--- src/rtl/ram32x3_arbiter.sv ---
// ram32x3_arbiter: round-robin two-requester front end for a 32x3 single-port RAM; define INIT_CLEAR_EN to add the power-up clear
module ram32x3_arbiter #(
  parameter logic [2:0] CLEAR_VALUE = 3'b000
) (
  input  logic       clock,
  input  logic       reset,
  input  logic       req_a,
  input  logic       req_b,
  input  logic       we_a,
  input  logic       we_b,
  input  logic [4:0] addr_a,
  input  logic [4:0] addr_b,
  input  logic [2:0] wdata_a,
  input  logic [2:0] wdata_b,
  output logic       gnt_a,
  output logic       gnt_b,
  output logic       rvalid_a,
  output logic       rvalid_b,
  output logic [2:0] rdata_a,
  output logic [2:0] rdata_b,
  output logic       busy,
  output logic [4:0] ram_address,
  output logic [2:0] ram_data,
  output logic       ram_wren,
  input  logic [2:0] ram_q
);
  logic clearing, hold, last_b, rv_a, rv_b, en;
  logic [4:0] clr_addr;
`ifdef INIT_CLEAR_EN
  typedef enum logic {CLEAR, RUN} state_t;
  state_t state, state_next;
  logic [4:0] cnt;
  // state register and clear counter; the counter only advances while clearing
  always_ff @(posedge clock) begin
    if (reset) begin
      state <= CLEAR;
      cnt <= 5'd0;
    end else begin
      state <= state_next;
      if (state == CLEAR) cnt <= cnt + 5'd1;
    end
  end
  // leave CLEAR after the cycle that writes address 31
  always_comb state_next = (state == CLEAR && cnt == 5'd31) ? RUN : state;
  assign clearing = state == CLEAR;
  assign clr_addr = cnt;
`else
  assign clearing = 1'b0;
  assign clr_addr = 5'd0;
`endif
  // arbitration history, one-cycle post-reset grant blackout and read-valid pipeline
  always_ff @(posedge clock) begin
    if (reset) begin
      hold <= 1'b1;
      last_b <= 1'b1;
      rv_a <= 1'b0;
      rv_b <= 1'b0;
    end else begin
      hold <= 1'b0;
      if (gnt_a | gnt_b) last_b <= gnt_b;
      rv_a <= gnt_a & ~we_a;
      rv_b <= gnt_b & ~we_b;
    end
  end
  // grants, RAM drive and read returns; reset masks every output immediately
  always_comb begin
    en = ~reset & ~hold & ~clearing;
    gnt_a = en & req_a & (~req_b | last_b);
    gnt_b = en & req_b & ~gnt_a;
    ram_wren = ~reset & (clearing | (gnt_a & we_a) | (gnt_b & we_b));
    ram_address = clearing ? clr_addr : gnt_b ? addr_b : addr_a;
    ram_data = clearing ? CLEAR_VALUE : gnt_b ? wdata_b : wdata_a;
    busy = clearing;
    rvalid_a = rv_a & ~reset;
    rvalid_b = rv_b & ~reset;
    rdata_a = rvalid_a ? ram_q : 3'b000;
    rdata_b = rvalid_b ? ram_q : 3'b000;
  end
endmodule
--- config.mk ---
export PLATFORM = sky130hd
export DESIGN_NAME = ram32x3_arbiter
export DESIGN_NICKNAME = d
export VERILOG_FILES = /design/src/rtl/ram32x3_arbiter.sv
export SDC_FILE = /design/constraint.sdc
export NUM_CORES = 1
export LEC_CHECK = 0
export BUFFER_PORTS_ARGS = -buffer_cell sky130_fd_sc_hd__buf_2
export CAP_MARGIN = 40
export CORE_AREA = 8 8 45 47
export CTS_CLUSTER_SIZE = 8
export DETAILED_ROUTE_END_ITERATION = 8
export DIE_AREA = 0 0 53 55
export GPL_ROUTABILITY_DRIVEN = 0
export PLACE_DENSITY = 0.68
export SKIP_CTS_REPAIR_TIMING = 1
export SKIP_LAST_GASP = 1
export SYNTH_ARGS = -nofsm -noshare
export SYNTH_HDL_FRONTEND = slang
export SYNTH_SLANG_ARGS = --single-unit
--- constraint.sdc ---
create_clock -name clock -period 1.5 [get_ports clock]
set_input_delay 0.375 -clock clock [delete_from_list [all_inputs] [get_ports clock]]
set_output_delay 0.375 -clock clock [all_outputs]
set_load 0.02 [all_outputs]
# [Word level (Yosys, flattened, before mapping)]
# Cells that the tools add are included.
# W data, S select, Z words.
[op_classes] add_sub_neg=0 n_mul=0 div_mod_pow=0 magnitude_cmp=0 n_eq_ne=0 shifts=0 n_mux=5 bitwise_logic=21 reduce_logical=0
[ops] operator="$and A1 B1 Y1" n=12
[ops] operator="$mux W3" n=3
[ops] operator="$not A1 Y1" n=6
[ops] operator="$mux W5" n=1
[ops] operator="$or A1 B1 Y1" n=3
[ops] operator="$mux W1" n=1
[word_totals] ff_bits=4 latch_bits=0 ram_bits=0 rom_bits=0 inputBits=25 output_inout_bits=20 elab_cells=30 memories=0

# [Longest topological paths before layout]
# Gate-level depths: netlist of run 1.
[logic_depth] word_depth=9 mapped_depth=4 ltp_nobuf=4

# [Least setup slack after synthesis of run 1]
# OpenSTA, ideal clock, no wires.
[synth_path] path_kind="input to output" from="input reset" to="output ram_wren" arrival_time_ns=1.115 required_time_ns=1.125 setup_slack_ns=0.010 path_stages=4 n_path_buf=0 cell_sequence="nor2_2 > nand3_4 > inv_1 > a32o_1"
[synth_via] elab_chain_cells=9
[synth_rtl] item="from (decl)" line_no="6" rtl="input logic reset,"
[synth_rtl] item="$not A1 Y1 (*)" line_no="67" rtl="en = ~reset & ~hold & ~clearing;"
[synth_rtl] item="$and A1 B1 Y1 (*)" line_no="67"
[synth_rtl] item="$and A1 B1 Y1 (2 in a row)" line_no="68" rtl="gnt_a = en & req_a & (~req_b | last_b);"
[synth_rtl] item="$not A1 Y1" line_no="69" rtl="gnt_b = en & req_b & ~gnt_a;"
[synth_rtl] item="$and A1 B1 Y1 (*)" line_no="69"
[synth_rtl] item="named net gnt_b" line_no="16" rtl="output logic gnt_b,"
[synth_rtl] item="$and A1 B1 Y1 (*)" line_no="70" rtl="ram_wren = ~reset & (clearing | (gnt_a & we_a) | (gnt_b & we_b));"
[synth_rtl] item="$or A1 B1 Y1 (*)" line_no="70"
[synth_rtl] item="$and A1 B1 Y1 (*)" line_no="70"
[synth_rtl] item="to (decl)" line_no="24" rtl="output logic ram_wren,"
# The timed path passes the listed nets; every way through them passes the cells marked *.

# [Worst setup path after layout of run 1]
[layout_path] from="register hold" to="output ram_address[0]"
[layout_via] elab_chain_cells=7
[layout_rtl] item="from (decl)" line_no="27" rtl="logic clearing, hold, last_b, rv_a, rv_b, en;"
[layout_rtl] item="from (signal assigned)" line_no="54" rtl="hold <= 1'b1;"
[layout_rtl] item="from (signal assigned)" line_no="59" rtl="hold <= 1'b0;"
[layout_rtl] item="$not A1 Y1 (*)" line_no="67"
[layout_rtl] item="$and A1 B1 Y1 (*)" line_no="67"
[layout_rtl] item="$and A1 B1 Y1 (2 in a row)" line_no="68"
[layout_rtl] item="$not A1 Y1" line_no="69"
[layout_rtl] item="$and A1 B1 Y1 (*)" line_no="69"
[layout_rtl] item="$mux W5 (*)" line_no="71" rtl="ram_address = clearing ? clr_addr : gnt_b ? addr_b : addr_a;"
[layout_rtl] item="to (decl)" line_no="22" rtl="output logic [4:0] ram_address,"
# Mark *: on every way between the ends. The rest lies on a longest branch, timed or not.

==> implementation parameters, run 1 <==
Parameter                              Value

Status
  Result of the run    finished, violations left
  Violated checks    setup timing

Global routing
  GRT Util Overall    0.0814
  Number of antenna violations at the first check in global routing    0
  First-pass GRT wire length    approximately 1800 um
  Maximum number of pins on one net before global-route repair    11
  Via count of the first global-routing pass    487
  Overflow after GRT    0

Floorplanning
  Floorplan die area    2920 sq um
  Die Ht    around 55 um
  Core Footprint    about 1400 sq um
  Starting Density    0.236
  Standard-cell row count    14
  Count of boundary I/O pins    45
  Die outline width    53 um

Clock tree
  Largest buffer count on any clock path    2
  Cell at the root of the clock tree    sky130_fd_sc_hd__clkbuf_4
  Clock transition time at the flip-flop clock pins of the worst setup and hold paths    0.04 ns
  H-tree depth    1
  Clock tree from TritonCTS    yes
  Sinks on the clock net    4
  CTS buffer count    3
  Skew-Pair Late Insertion Delay    0.24 ns

Logic synthesis
  Mapped cell area    ~330 sq um
  EDFF count, synth    0
  Most area-hungry cell type in the Yosys netlist    sky130_fd_sc_hd__mux2_2
  Share of async-settable or async-resettable flops after synthesis    0
  Leading cell types by total area after synthesis    sky130_fd_sc_hd__mux2_2, sky130_fd_sc_hd__dfxtp_1, sky130_fd_sc_hd__and2_1
  Synth unique cells    16
  Avg Cell Area, Syn    between 9 and 10 sq um
  Post-synthesis sequential area ratio    0.245
  Cell types with the highest counts after synthesis    sky130_fd_sc_hd__mux2_2, sky130_fd_sc_hd__and2_1, sky130_fd_sc_hd__dfxtp_1
  Area share of the leading cell type in the synthesized netlist    0.276
  Count leader, synth    sky130_fd_sc_hd__mux2_2
  Net count of the mapped netlist    60
  Synthesis Warnings    0
  Count of state elements after synthesis    4
  Primary flip-flop cell chosen by synthesis mapping    sky130_fd_sc_hd__dfxtp_1
  Post-synthesis cell count    35

Worst hold path
  Min-delay src    we_a
  Sink of the worst hold path    rv_a
  Worst hold path class    primary input to register
  Number of cells on the worst hold path    2

Routing
  Overall routed net length    around 1300 um
  Post-route DRC violation count    0
  TritonRoute pass-1 iters    4
  Remaining antenna violation count    0
  Starting DRT DRC Count    3
  Drt via density    4.53
  Count of vias placed by the detailed router    453
  Post-DR wirelength/cell    13.0 um

Placed design
  Instance count after placement with tap cells included    95
  Area of placed instances    569 sq um
  Place WS    -0.156 ns
  Input/output buffers    43
  Half-perimeter wire length after detailed placement    around 1000 um

Critical path
  Type of the setup path with the least slack    register to output pin
  Reg-to-reg endpoint    last_b
  Critical-path top delay cell    sky130_fd_sc_hd__dfxtp_2
  Required arrival time at the worst endpoint    approximately 1.1 ns
  Worst setup slack for register-to-register paths    0.54 ns
  Worst-path fanout max    5
  Launch point of the worst reg-to-reg path    hold
  Delay contributed by the slowest stage of the critical path    between 0.3 and 0.4 ns
  Path depth of the worst reg2reg path    2
  Setup crit start kind    register
  Ordered cell list for the critical path    nor2_4 -> nand3_4 -> mux2_2 -> buf_2
  Arrival time at the worst endpoint    approximately 1.3 ns
  Critical path capture point type    output pin

Final layout
  Fraction of final layout cells sized beyond drive strength 1    0.857
  Signed area change from the synthesized netlist to the final layout    115%
  Post-Layout Inst Area    703 sq um
  Number of antenna diodes    0
  Number of filler instances in the final layout    between 100 and 150
  Final Non-Filler Cells    100
  Net count, final    111

STA
  Final critical-path required period    ~1.7 ns
  RSZ-0062 raised after global routing    yes
  Final Hold Viols    0
  Setup slack after layout    -0.173 ns
  Number of endpoints failing setup at the final stage    9
  Final worst clock skew    0.00973 ns
  Final slew viol count    0
  Post-route fraction of the period consumed by the critical path    1.12
  Max frequency    598 MHz

Pwr
  Reported leakage power    roughly 0.37 nW
  Total power divided by cell area    approximately 570 nW/um^2
  Worst IR Drop VDD    0.200 mV
  Post-layout total power    0.398 mW

Run
  # Max-Cap Violations    0
## final cells by class
type | instances | area (sq um) | share of cell area
Tap cell | 16 | 20.0 | 0.0285
Timing Repair Buffer | 46 | 300 | 0.427
Multi-Input combinational cell | 29 | 270 | 0.384
Sequential cell | 4 | 82.6 | 0.117
Clock buffer | 3 | 22.5 | 0.0320
Inverter | 2 | 7.51 | 0.0107
## worst max-delay path: cells and delay by family (launching register included)
kind	cells	cell delay, ns
mux	1	0.28
buf+inv	1	0.16
flops	1	0.33
simple gates	2	0.29
## state kept, by name, summed over array words and instances (netlist names)
| name | count |
|---|---|
| rv_b | 1 |
| rv_a | 1 |
| hold | 1 |
| last_b | 1 |
## where the power goes
part | total (mW) | switching [mW] | internal, mW
Sequential | 0.116 | 0.00367 | 0.112
Clock | 0.138 | 0.0480 | 0.0898
Combinational | 0.144 | 0.0695 | 0.0747
## logic make-up (layout without fill, tap and decap cells)
logic type,after synthesis,in the layout,synth area share
other,1,1,0.0115
DFF,4,4,0.245
muxes,8,8,0.276
buffers and inverters,3,51,0.0460
and+or+nand+nor,17,18,0.356
AOI/OAI and AO/OA,2,2,0.0651
## per-stage QoR
| step | hold WS [ns] | utilization | TNS (ns) |
|---|---|---|---|
| finish | 0.313 | 0.508 | -1.47 |
| floorplan | 0.403 | - | 0 |
| CTS | 0.308 | 0.428 | -2.38 |
| global route | 0.314 | 0.508 | -2.15 |
| global placement | 0.529 | 0.411 | -1.12 |
| detailed placement | 0.544 | 0.411 | -1.27 |
## worst max-delay path by stage
stage                 from             end  slack (ns)  cells after the start
finish                hold  ram_address[0]       -0.17                      4
global route          hold  ram_address[0]       -0.24                      4
CTS                 last_b  ram_address[1]       -0.27                      4
detailed placement   reset  ram_address[1]       -0.16                      5
global placement     reset  ram_address[1]       -0.13                      5
floorplan            reset        ram_wren        0.01                      4
## layout by cell type (no fill, tap or decap)
master,n
sky130_fd_sc_hd__buf_6,8
sky130_fd_sc_hd__a32o_1,1
sky130_fd_sc_hd__clkbuf_4,3
sky130_fd_sc_hd__inv_1,1
sky130_fd_sc_hd__buf_4,8
sky130_fd_sc_hd__nor2_4,1
sky130_fd_sc_hd__nor2_1,2
sky130_fd_sc_hd__and2_1,2
sky130_fd_sc_hd__mux2_2,8
sky130_fd_sc_hd__and2_4,4
sky130_fd_sc_hd__and2b_2,2
sky130_fd_sc_hd__dfxtp_2,2
sky130_fd_sc_hd__inv_2,1
sky130_fd_sc_hd__and3_4,1
sky130_fd_sc_hd__conb_1,1
sky130_fd_sc_hd__buf_2,30
sky130_fd_sc_hd__nor2b_1,1
sky130_fd_sc_hd__a221o_2,1
sky130_fd_sc_hd__nand2_2,1
sky130_fd_sc_hd__nand2b_1,2
sky130_fd_sc_hd__dfxtp_1,2
sky130_fd_sc_hd__nand3_4,2
## routing by layer
metal / routed length [um] / up-vias / global-route usage / part of all wire
li1: - / 216 / - / -
met1: 493 / 196 / 0.0895 / 0.38
met2: 612 / 39 / 0.129 / 0.47
met3: 185 / 2 / 0.0401 / 0.14
met4: 5 / 0 / 0.0388 / 0.0039
met5: 0 / - / 0 / 0
Note: power is estimated with default switching activity, not from simulation.
==> inputs of run 2 (changes only) <==
--- a/config.mk
+++ b/config.mk
@@ -5,14 +5,14 @@
 export SDC_FILE = /design/constraint.sdc
 export NUM_CORES = 1
 export LEC_CHECK = 0
-export BUFFER_PORTS_ARGS = -buffer_cell sky130_fd_sc_hd__buf_2
 export CAP_MARGIN = 40
-export CORE_AREA = 8 8 45 47
+export CORE_AREA = 2 2 39 41
 export CTS_CLUSTER_SIZE = 8
 export DETAILED_ROUTE_END_ITERATION = 8
-export DIE_AREA = 0 0 53 55
+export DIE_AREA = 0 0 41 43
+export DONT_BUFFER_PORTS = 1
 export GPL_ROUTABILITY_DRIVEN = 0
-export PLACE_DENSITY = 0.68
+export PLACE_DENSITY = 0.39
 export SKIP_CTS_REPAIR_TIMING = 1
 export SKIP_LAST_GASP = 1
 export SYNTH_ARGS = -nofsm -noshare
==> run 2 against run 1 <==
  * The flow still finishes with violations (setup timing)
  * Die area is 40% lower
  * Worst setup slack improved by 0.066 ns
  * Flip-flop and latch count did not move
  * Non-clock buffer count is 42 lower
  * Wire length is 14% lower
  * Combinational power is 37% lower
  * Largest cell class is now multi-input gates
==> implementation parameters, run 2 (synthesis gave the netlist of run 1 again) <==
Parameter                              Value

Floorplanning
  Standard-cell row count    14
  Die outline width    41 um
  Die Ht    43 um
  Count of boundary I/O pins    45
  Starting Density    0.236
  Floorplan die area    roughly 1800 sq um
  Core Footprint    1380 sq um

Placed design
  Instance count after placement with tap cells included    52
  Place WS    0.0581 ns
  Area of placed instances    around 350 sq um
  Half-perimeter wire length after detailed placement    843 um
  Input/output buffers    0

Critical path
  Critical path capture point type    output pin
  Critical-path top delay cell    sky130_fd_sc_hd__mux2_4
  Setup crit start kind    register
  Ordered cell list for the critical path    nor2_4 -> nand3_4 -> mux2_4
  Worst-path fanout max    5
  Required arrival time at the worst endpoint    around 1.1 ns
  Delay contributed by the slowest stage of the critical path    0.36 ns
  Arrival time at the worst endpoint    1.23 ns
  Type of the setup path with the least slack    register to output pin
  Cell family contributing the most delay on the critical path    multiplexers
  Total buffers and inverters traversed by the critical path    0

Final layout
  Final Util    0.323
  Most frequent cells in the layout    sky130_fd_sc_hd__and2_1, sky130_fd_sc_hd__mux2_4, sky130_fd_sc_hd__mux2_2, sky130_fd_sc_hd__buf_4, sky130_fd_sc_hd__clkbuf_4
  Post-Layout Inst Area    approximately 450 sq um
  Number of antenna diodes    0
  Number of filler instances in the final layout    154
  Net count, final    69
  Signed area change from the synthesized netlist to the final layout    36.8%
  Final Non-Filler Cells    58
  Most common cell after layout, fill and taps aside    sky130_fd_sc_hd__and2_1
  Fraction of final layout cells sized beyond drive strength 1    0.667

Pwr
  Total power divided by cell area    about 770 nW/um^2
  Switching share of power    0.301
  Clock network power share    0.401
  Sw power    0.104 mW
  Internal    0.241 mW
  Post-layout total power    0.345 mW
  Worst IR Drop VDD    0.368 mV
  Reported leakage power    about 0.21 nW
  Sequential power share    0.338
  Share of total power in combinational logic    0.262

STA
  Number of endpoints failing setup at the final stage    9
  Final setup TNS    -0.836 ns
  Final critical-path required period    1.61 ns
  Final slew viol count    0
  Final worst clock skew    0.000874 ns
  Max frequency    just over 600 MHz
  Hold Worst Slack    0.163 ns
  Setup slack after layout    -0.106 ns
  Final Hold Viols    0
  Post-route fraction of the period consumed by the critical path    1.07
  RSZ-0062 raised after global routing    yes

Clock tree
  H-tree depth    1
  Largest buffer count on any clock path    2
  Clock transition time at the flip-flop clock pins of the worst setup and hold paths    0.04 ns
  CTS buffer count    3
  Skew-Pair Late Insertion Delay    0.23 ns
  Clock tree from TritonCTS    yes
  Sinks on the clock net    4
  Cell at the root of the clock tree    sky130_fd_sc_hd__clkbuf_4

Routing
  Drt via density    between 5 and 6
  Overall routed net length    approximately 1100 um
  Starting DRT DRC Count    5
  Post-route DRC violation count    0
  Remaining antenna violation count    0
  Post-DR wirelength/cell    between 15 and 20 um
  TritonRoute pass-1 iters    3
  Count of vias placed by the detailed router    298

Global routing
  First-pass GRT wire length    1350 um
  GRT Util Overall    0.119
  Maximum number of pins on one net before global-route repair    11
  Via count of the first global-routing pass    between 200 and 300
  Overflow after GRT    0
  Number of antenna violations at the first check in global routing    0

Status
  Result of the run    finished, violations left
  Violated checks    setup timing

Worst hold path
  Worst hold path class    primary input to register

Run
  # Max-Cap Violations    0
==> run 2: per-layer routing <==
metal	GRT usage	routed length (um)
met5	0	0
met4	0.0800	0
met3	0.0524	124
met2	0.163	572
met1	0.145	417
==> run 2: power by group through the flow <==
stage / clock network [mW] / registers (mW) / logic, mW
floorplan: 0 / 0.116 / 0.0654
global placement: 0 / 0.116 / 0.0714
detailed placement: 0 / 0.116 / 0.0719
CTS: 0.149 / 0.115 / 0.0720
global route: 0.153 / 0.117 / 0.0940
finish: 0.138 / 0.116 / 0.0902
==> run 2: cell type report <==
cell class / count / area [sq um] / area share
tap: 16 / 20.0 / 0.0448
multi-input combinational: 29 / 284 / 0.636
inverter: 2 / 7.51 / 0.0168
clock buffer: 3 / 22.5 / 0.0504
sequential: 4 / 82.6 / 0.185
timing repair buffer: 4 / 30.0 / 0.0672
==> run 2: worst paths after layout <==
check             start           to  slack [ns]  depth (start not counted)
setup reg to reg   hold         rv_a        0.45                          4
hold / removal    reset         hold        0.16                          0
hold reg to reg    hold       last_b        0.59                          2
setup / recovery   hold  ram_data[1]       -0.11                          3
